`config.mk`:
```
export PLATFORM = sky130hd
export DESIGN_NAME = md_issue_ctrl
export DESIGN_NICKNAME = d
export VERILOG_FILES = /design/src/rtl/md_pkg.sv /design/src/rtl/md_issue_ctrl_busy_cnt.sv /design/src/rtl/md_issue_ctrl.sv
export SDC_FILE = /design/constraint.sdc
export NUM_CORES = 1
export LEC_CHECK = 0
export CORE_UTILIZATION = 28
export DETAILED_ROUTE_END_ITERATION = 10
export GPL_TIMING_DRIVEN = 1
export PLACE_DENSITY = 0.76
export SYNTH_ARGS = -nofsm -noshare
export SYNTH_HDL_FRONTEND = slang
export SYNTH_HIERARCHICAL = 1
export SYNTH_SLANG_ARGS = --single-unit
```
`constraint.sdc`:
```
create_clock -name clk -period 1.69 [get_ports clk]
set_input_delay 0.2535 -clock clk [delete_from_list [all_inputs] [get_ports clk]]
set_output_delay 0.2535 -clock clk [all_outputs]
set_load 0.03 [all_outputs]
```
`src/rtl/md_pkg.sv`:
```
// -----------------------------------------------------------------------------
// md_pkg -- shared definitions for the multiply/divide issue controller.
//
// Contents:
//   md_op_e     E-stage request operation encodings (MD_OP_*)
//   MD_CTRL_*   opcode encodings presented to the multiply/divide unit
//   MD_WE_*     HI/LO write-enable encodings
//   md_state_e  issue controller state encodings
//   MD_*_DEF    default cycle counts and countdown width
//   md_class_t  decoded operation class, produced by md_decode()
// -----------------------------------------------------------------------------
package md_pkg;

  typedef enum logic [3:0] {
    MD_OP_NONE  = 4'd0,
    MD_OP_MULT  = 4'd1,
    MD_OP_MULTU = 4'd2,
    MD_OP_DIV   = 4'd3,
    MD_OP_DIVU  = 4'd4,
    MD_OP_MTHI  = 4'd5,
    MD_OP_MTLO  = 4'd6,
    MD_OP_MFHI  = 4'd7,
    MD_OP_MFLO  = 4'd8
  } md_op_e;

  localparam logic [2:0] MD_CTRL_NONE  = 3'd0;
  localparam logic [2:0] MD_CTRL_MULT  = 3'd1;
  localparam logic [2:0] MD_CTRL_MULTU = 3'd2;
  localparam logic [2:0] MD_CTRL_DIV   = 3'd3;
  localparam logic [2:0] MD_CTRL_DIVU  = 3'd4;

  localparam logic [1:0] MD_WE_NONE = 2'd0;
  localparam logic [1:0] MD_WE_HI   = 2'd1;
  localparam logic [1:0] MD_WE_LO   = 2'd2;

  typedef enum logic [1:0] {
    MD_IDLE    = 2'd0,
    MD_MUL_RUN = 2'd1,
    MD_DIV_RUN = 2'd2
  } md_state_e;

  localparam int MD_MULT_CYC_DEF = 5;
  localparam int MD_DIV_CYC_DEF  = 10;
  localparam int MD_CNT_W_DEF    = 4;

  typedef struct packed {
    logic start_op;  // MULT/MULTU/DIV/DIVU: occupies the unit
    logic mt_op;     // MTHI/MTLO: writes HI or LO
    logic mf_op;     // MFHI/MFLO: reads HI or LO
    logic md_class;  // any of the above; must wait for the unit
  } md_class_t;

  // Encodings 9..15 fall through every test and decode as "none".
  function automatic md_class_t md_decode(input logic [3:0] op);
    md_class_t c;
    c.start_op = (op >= MD_OP_MULT) && (op <= MD_OP_DIVU);
    c.mt_op    = (op == MD_OP_MTHI) || (op == MD_OP_MTLO);
    c.mf_op    = (op == MD_OP_MFHI) || (op == MD_OP_MFLO);
    c.md_class = c.start_op | c.mt_op | c.mf_op;
    return c;
  endfunction

endpackage

```
`src/rtl/md_issue_ctrl_busy_cnt.sv`:
```
// -----------------------------------------------------------------------------
// md_busy_cnt -- loadable occupancy countdown for the multiply/divide unit.
//
// Loads load_val on load, then counts down to zero one step per clock. The
// edge that moves the count from 1 to 0 raises done for exactly one cycle.
// A reset abandons the count without pulsing done.
//
// Ports:
//   clk       in   system clock, rising edge
//   reset     in   asynchronous reset, active low
//   load      in   load load_val into the count (only asserted while idle)
//   load_val  in   CNT_W  cycles the unit stays occupied
//   last      out  count is 1: the coming edge retires the operation
//   done      out  registered one-cycle retire pulse
// -----------------------------------------------------------------------------
module md_busy_cnt #(
  parameter int CNT_W = 4
) (
  input  logic             clk,
  input  logic             reset,
  input  logic             load,
  input  logic [CNT_W-1:0] load_val,
  output logic             last,
  output logic             done
);

  logic [CNT_W-1:0] cnt;

  assign last = (cnt == CNT_W'(1));

  // NOTE: async reset sits in the sensitivity list so the count is abandoned
  // the moment reset falls, not at the next clock edge.
  always_ff @(posedge clk or negedge reset) begin
    if (!reset) begin
      cnt  <= '0;
      done <= 1'b0;
    end else begin
      // NOTE: non-blocking assignments so every register samples the
      // pre-edge values; blocking here would chain cnt into done.
      done <= last;
      if (load) begin
        cnt <= load_val;
      end else if (cnt != '0) begin
        cnt <= cnt - CNT_W'(1);
      end
    end
  end

endmodule

```
`src/rtl/md_issue_ctrl.sv`:
```
// -----------------------------------------------------------------------------
// md_issue_ctrl -- issue and hazard controller for the E-stage
// multiply/divide unit.
//
// Decodes the E-stage request, pulses md_start with the unit opcode, gates
// the HI/LO writes and stalls F/D/E for any multiply/divide-class request
// that arrives while an operation is in flight. A flush suppresses a new
// issue but never cancels an operation already running.
//
// Build option:
//   MD_DIV0_SKIP_EN  when defined, DIV/DIVU with req_divisor == 0 is accepted
//                    without starting the unit (HI/LO left unchanged).
//
// Ports:
//   clk          in   system clock, rising edge
//   reset        in   asynchronous reset, active low
//   req_valid    in   E-stage instruction valid
//   req_op       in   4   request operation (md_op_e; 9..15 = none)
//   req_divisor  in   32  rt operand, only looked at with MD_DIV0_SKIP_EN
//   flush        in   exception/interrupt flush of the E stage
//   md_start     out  one-cycle start to the unit
//   md_ctrl      out  3   unit opcode while md_start, else 0
//   md_we        out  2   1 = write HI, 2 = write LO, 0 = none
//   md_rd_sel    out  MF read mux select: 0 = HI, 1 = LO
//   stall        out  freeze F/D/E
//   busy         out  an operation is in flight
//   done         out  registered one-cycle retire pulse
// -----------------------------------------------------------------------------
module md_issue_ctrl
  import md_pkg::*;
#(
  parameter int MULT_CYC = MD_MULT_CYC_DEF,
  parameter int DIV_CYC  = MD_DIV_CYC_DEF,
  parameter int CNT_W    = MD_CNT_W_DEF   // must hold max(MULT_CYC, DIV_CYC)
) (
  input  logic        clk,
  input  logic        reset,
  input  logic        req_valid,
  input  logic [3:0]  req_op,
  input  logic [31:0] req_divisor,
  input  logic        flush,
  output logic        md_start,
  output logic [2:0]  md_ctrl,
  output logic [1:0]  md_we,
  output logic        md_rd_sel,
  output logic        stall,
  output logic        busy,
  output logic        done
);

  md_state_e        state;
  md_class_t        cls;
  logic             accept;
  logic             div_zero;
  logic             is_mul;
  logic             cnt_last;
  logic [CNT_W-1:0] load_val;

  assign cls    = md_decode(req_op);
  assign is_mul = (req_op == MD_OP_MULT) || (req_op == MD_OP_MULTU);

`ifdef MD_DIV0_SKIP_EN
  // A zero divisor is retired immediately: accepted, but the unit never runs.
  assign div_zero = ((req_op == MD_OP_DIV) || (req_op == MD_OP_DIVU)) &&
                    (req_divisor == 32'd0);
`else
  logic unused_divisor;
  assign div_zero       = 1'b0;
  assign unused_divisor = ^req_divisor;
`endif

  assign busy = (state != MD_IDLE);

  // The combinational outputs are qualified with reset so that every output
  // reads 0 while reset is held, whatever the request inputs are doing.
  assign stall     = reset & req_valid & cls.md_class & busy & ~flush;
  assign accept    = reset & req_valid & ~flush & ~busy;
  assign md_start  = accept & cls.start_op & ~div_zero;
  assign md_ctrl   = md_start ? req_op[2:0] : MD_CTRL_NONE;
  // Driven for any op; the consumer only uses it for MFHI/MFLO and ~stall.
  assign md_rd_sel = reset & (req_op == MD_OP_MFLO);

  // NOTE: always_comb assigns a default first so no path leaves md_we
  // unassigned, which would otherwise infer a latch.
  always_comb begin
    md_we = MD_WE_NONE;
    if (accept && (req_op == MD_OP_MTHI)) begin
      md_we = MD_WE_HI;
    end else if (accept && (req_op == MD_OP_MTLO)) begin
      md_we = MD_WE_LO;
    end
  end

  assign load_val = is_mul ? CNT_W'(MULT_CYC) : CNT_W'(DIV_CYC);

  // The count only loads from IDLE, where it is already 0, so it never wraps.
  always_ff @(posedge clk or negedge reset) begin
    if (!reset) begin
      state <= MD_IDLE;
    end else begin
      case (state)
        MD_IDLE: begin
          if (md_start) begin
            state <= is_mul ? MD_MUL_RUN : MD_DIV_RUN;
          end
        end
        MD_MUL_RUN, MD_DIV_RUN: begin
          if (cnt_last) begin
            state <= MD_IDLE;
          end
        end
        default: state <= MD_IDLE;
      endcase
    end
  end

  md_busy_cnt #(
    .CNT_W (CNT_W)
  ) u_busy_cnt (
    .clk      (clk),
    .reset    (reset),
    .load     (md_start),
    .load_val (load_val),
    .last     (cnt_last),
    .done     (done)
  );

endmodule

```
==> impl_metrics.toml <==
[setup_path]
crit_required_ns = 1.44
cp.arrival_ns = 1.49
crit_type = "register to primary output"
crit_path_max_fanout = 3
start_kind = "register"
r2r_slack_ns = 0.08
end_kind = "primary output"

[status]
failed_checks = "setup timing"
status = "finished with violations"

[timing]
post-route-period-util_pct = 103.4
skew_ns = 0.01110
setup_viol = 2
hold_viol = 0
tns_ns = -0.1130
slew_headroom_pct = 79.67
drv_slew = 0
worstMarginPinSlew_ns = 0.3040
fmax_mhz = 572.5
rsz0062_at_grt = "true"
setup_slack_ns = -0.05684
fin_crit_ns = 1.747

[placed_design]
place_ws_ns = -0.2084
place_area_um2 = 874.6
numPortBuffers = 17
gp_congestion = 0.8779
numPlacedInstances = 111
dp_hpwl_um = 1002

[global_routing]
grt_pass1_wl_um = 1966
gr-usage-all-layers_pct = 12.91
grt_max_degree = 9
grt_pass1_vias = 510
grt-ovfl-total = 0
antenna_found_initial = 0

[cts]
cts_buffer_depth = 2
clk_pin_slew_ns = 0.06
clock_sinks = 7
root_buffer = "clkbuf_4"
numCtsBuffers = 3
htreeDepth = 1
clock_latency_ns = 0.26
cts_tree = "yes"

[power_and_ir_drop]
vdd_drop_max_mv = 0.6932
total_power_w = 0.001066
p_per_area_mw_per_mm2 = 1166
p_leak_nw = 0.4137

[drt]
totalWireLength_um = 1288
remaining_drc_errors = 0
ant_nets = 0
dr.first_iter.drc_count = 5
routedWlPerCell_um = 11.10
via_per_inst = 4.603
dr.pass1.iters = 2
num_vias = 534

[flow_run]
maxCapViolCount = 0

[cells_and_area]
layout.cells.non_filler = 116
drive_gt1_share_pct = 50.56
final_common_cell = "buf_4"
num-fill-cells = 187
multiInputGateArea_um2 = 424.2
syn_to_final_growth_pct = 59.61
nNetsFinal = 134
n_antenna_cell = 0
layout_common_cells = "buf_4, dfrtp_1, dlygate4sd2_1"
design_area_um2 = 914.6
final-seq-area_um2 = 175.2

[synthesis]
ys_warn_count = 6
netlist_area_um2 = 573.1
netlist_instances = 57
synth-seq-cells = 7
synthDistinctLibCells = 29
synth-seq-area-share_pct = 30.57
syn_area_per_cell_um2 = 10.05
synth_fp_nets = 101

[die]
die_area_mm2 = 0.002232
rows = 16
start_util_pct = 29.51
coreArea_mm2 = 0.001942
die_x_um = 47.24
pin_count = 50
die_h_um = 47.24

[min_path]
hold_class = "input pin to asynchronous set/reset pin"
Yosys cell counts:
cell type / count / share of area, %
inv_2: 1 / 0.65
nor3b_4: 1 / 3.3
nor3_2: 2 / 3.5
o31ai_1: 1 / 1.3
nand2_1: 4 / 2.6
o21ai_0: 2 / 1.7
mux2i_1: 1 / 1.7
nand3b_4: 1 / 3.5
nor2_1: 1 / 0.65
nand3_1: 1 / 0.87
mux2_2: 1 / 2.0
nand4_1: 1 / 1.1
and3_1: 1 / 1.1
xor2_1: 1 / 1.5
dfrtp_1: 7 / 31
o21a_1: 1 / 1.3
or2b_2: 1 / 1.5
o221ai_1: 1 / 1.5
a221o_1: 1 / 1.7
nand2b_4: 1 / 2.4
xnor2_1: 3 / 4.6
o21ai_1: 1 / 0.87
nor3b_1: 6 / 7.9
buf_4: 1 / 1.3
inv_1: 5 / 3.3
nor4b_4: 1 / 4.1
or2_2: 1 / 1.1
ha_1: 4 / 8.7
nor3_1: 4 / 3.5
cell type report:
| class | instances | area share [%] |
|---|---|---|
| well taps | 27 | 3.694 |
| clock buffers | 4 | 2.873 |
| multi-input cells | 43 | 46.37 |
| flip-flops and latches | 7 | 19.15 |
| repair buffers | 29 | 25.44 |
| inverters | 6 | 2.462 |
kinds of logic (layout without fill, tap and decap cells):
family | Yosys count | count (layout) | synth area share, %
buffers and inverters | 7 | 39 | 5.240
multiplexers | 2 | 2 | 3.712
adder cells (fa/ha/maj) | 4 | 4 | 8.734
AND/OR/NAND/NOR | 26 | 26 | 37.12
flip-flops | 7 | 7 | 30.57
XOR/XNOR | 4 | 4 | 6.115
AO/OA/AOI/OAI | 7 | 7 | 8.516
flip-flops by register name, summed over array words and instances (netlist names):
name,flops
u_busy_cnt/cnt,4
state,2
u_busy_cnt/done,1
final timing paths:
check                                          start                       endpoint  cells past startpoint
worst max-delay path            state[0]$_DFFE_PN0P_                     md_ctrl[1]                      6
worst min-delay path                           reset  u_busy_cnt/cnt[3]$_DFFE_PN0P_                      2
worst max register to register  state[0]$_DFFE_PN0P_  u_busy_cnt/cnt[3]$_DFFE_PN0P_                      7
worst min register to register  state[0]$_DFFE_PN0P_           state[0]$_DFFE_PN0P_                      2
max in group asynchronous                      reset           state[0]$_DFFE_PN0P_                      2
min in group clk                state[0]$_DFFE_PN0P_           state[0]$_DFFE_PN0P_                      2
metrics by stage:
stage                     hold slack [ns]  utilization, %
after detailed placement           0.5669           45.04
after global placement             0.5361           45.04
final                              0.1301           47.10
after CTS                          0.1363           47.10
after global routing               0.1541           47.10
after floorplan                  -0.04209               -
timing repair:
item                                    CTS  global route
buffers inserted                          2             0
pin swaps                                 6             2
gates resized for setup                  11             3
endpoints found under the setup margin    9             7
hold buffers                              0             0
power by group:
| group | switching [W] | total [W] | internal, W |
|---|---|---|---|
| registers | 0.0000660 | 0.000308 | 0.000242 |
| clock network | 0.0000663 | 0.000157 | 0.0000904 |
| logic | 0.000294 | 0.000602 | 0.000308 |
worst max-delay path, stage by stage, from the launching register on:
cell,delay (ns)
dfrtp_1,0.37
inv_2,0.08
ha_4,0.15
nand2b_4,0.07
or2_4,0.26
nor3b_2,0.15
buf_4,0.17
metal layers:
layer  vias up  GRT usage [%]  wire [µm]  part of all wire [%]
met2        15          23.56        661                    51
met3         2          1.154         51                   4.0
li1        267              -          -                     -
met5         -              0          0                     0
met1       250          13.95        570                    44
met4         0          8.571          5                  0.39
No activity file was read; power rests on OpenSTA's default activity.
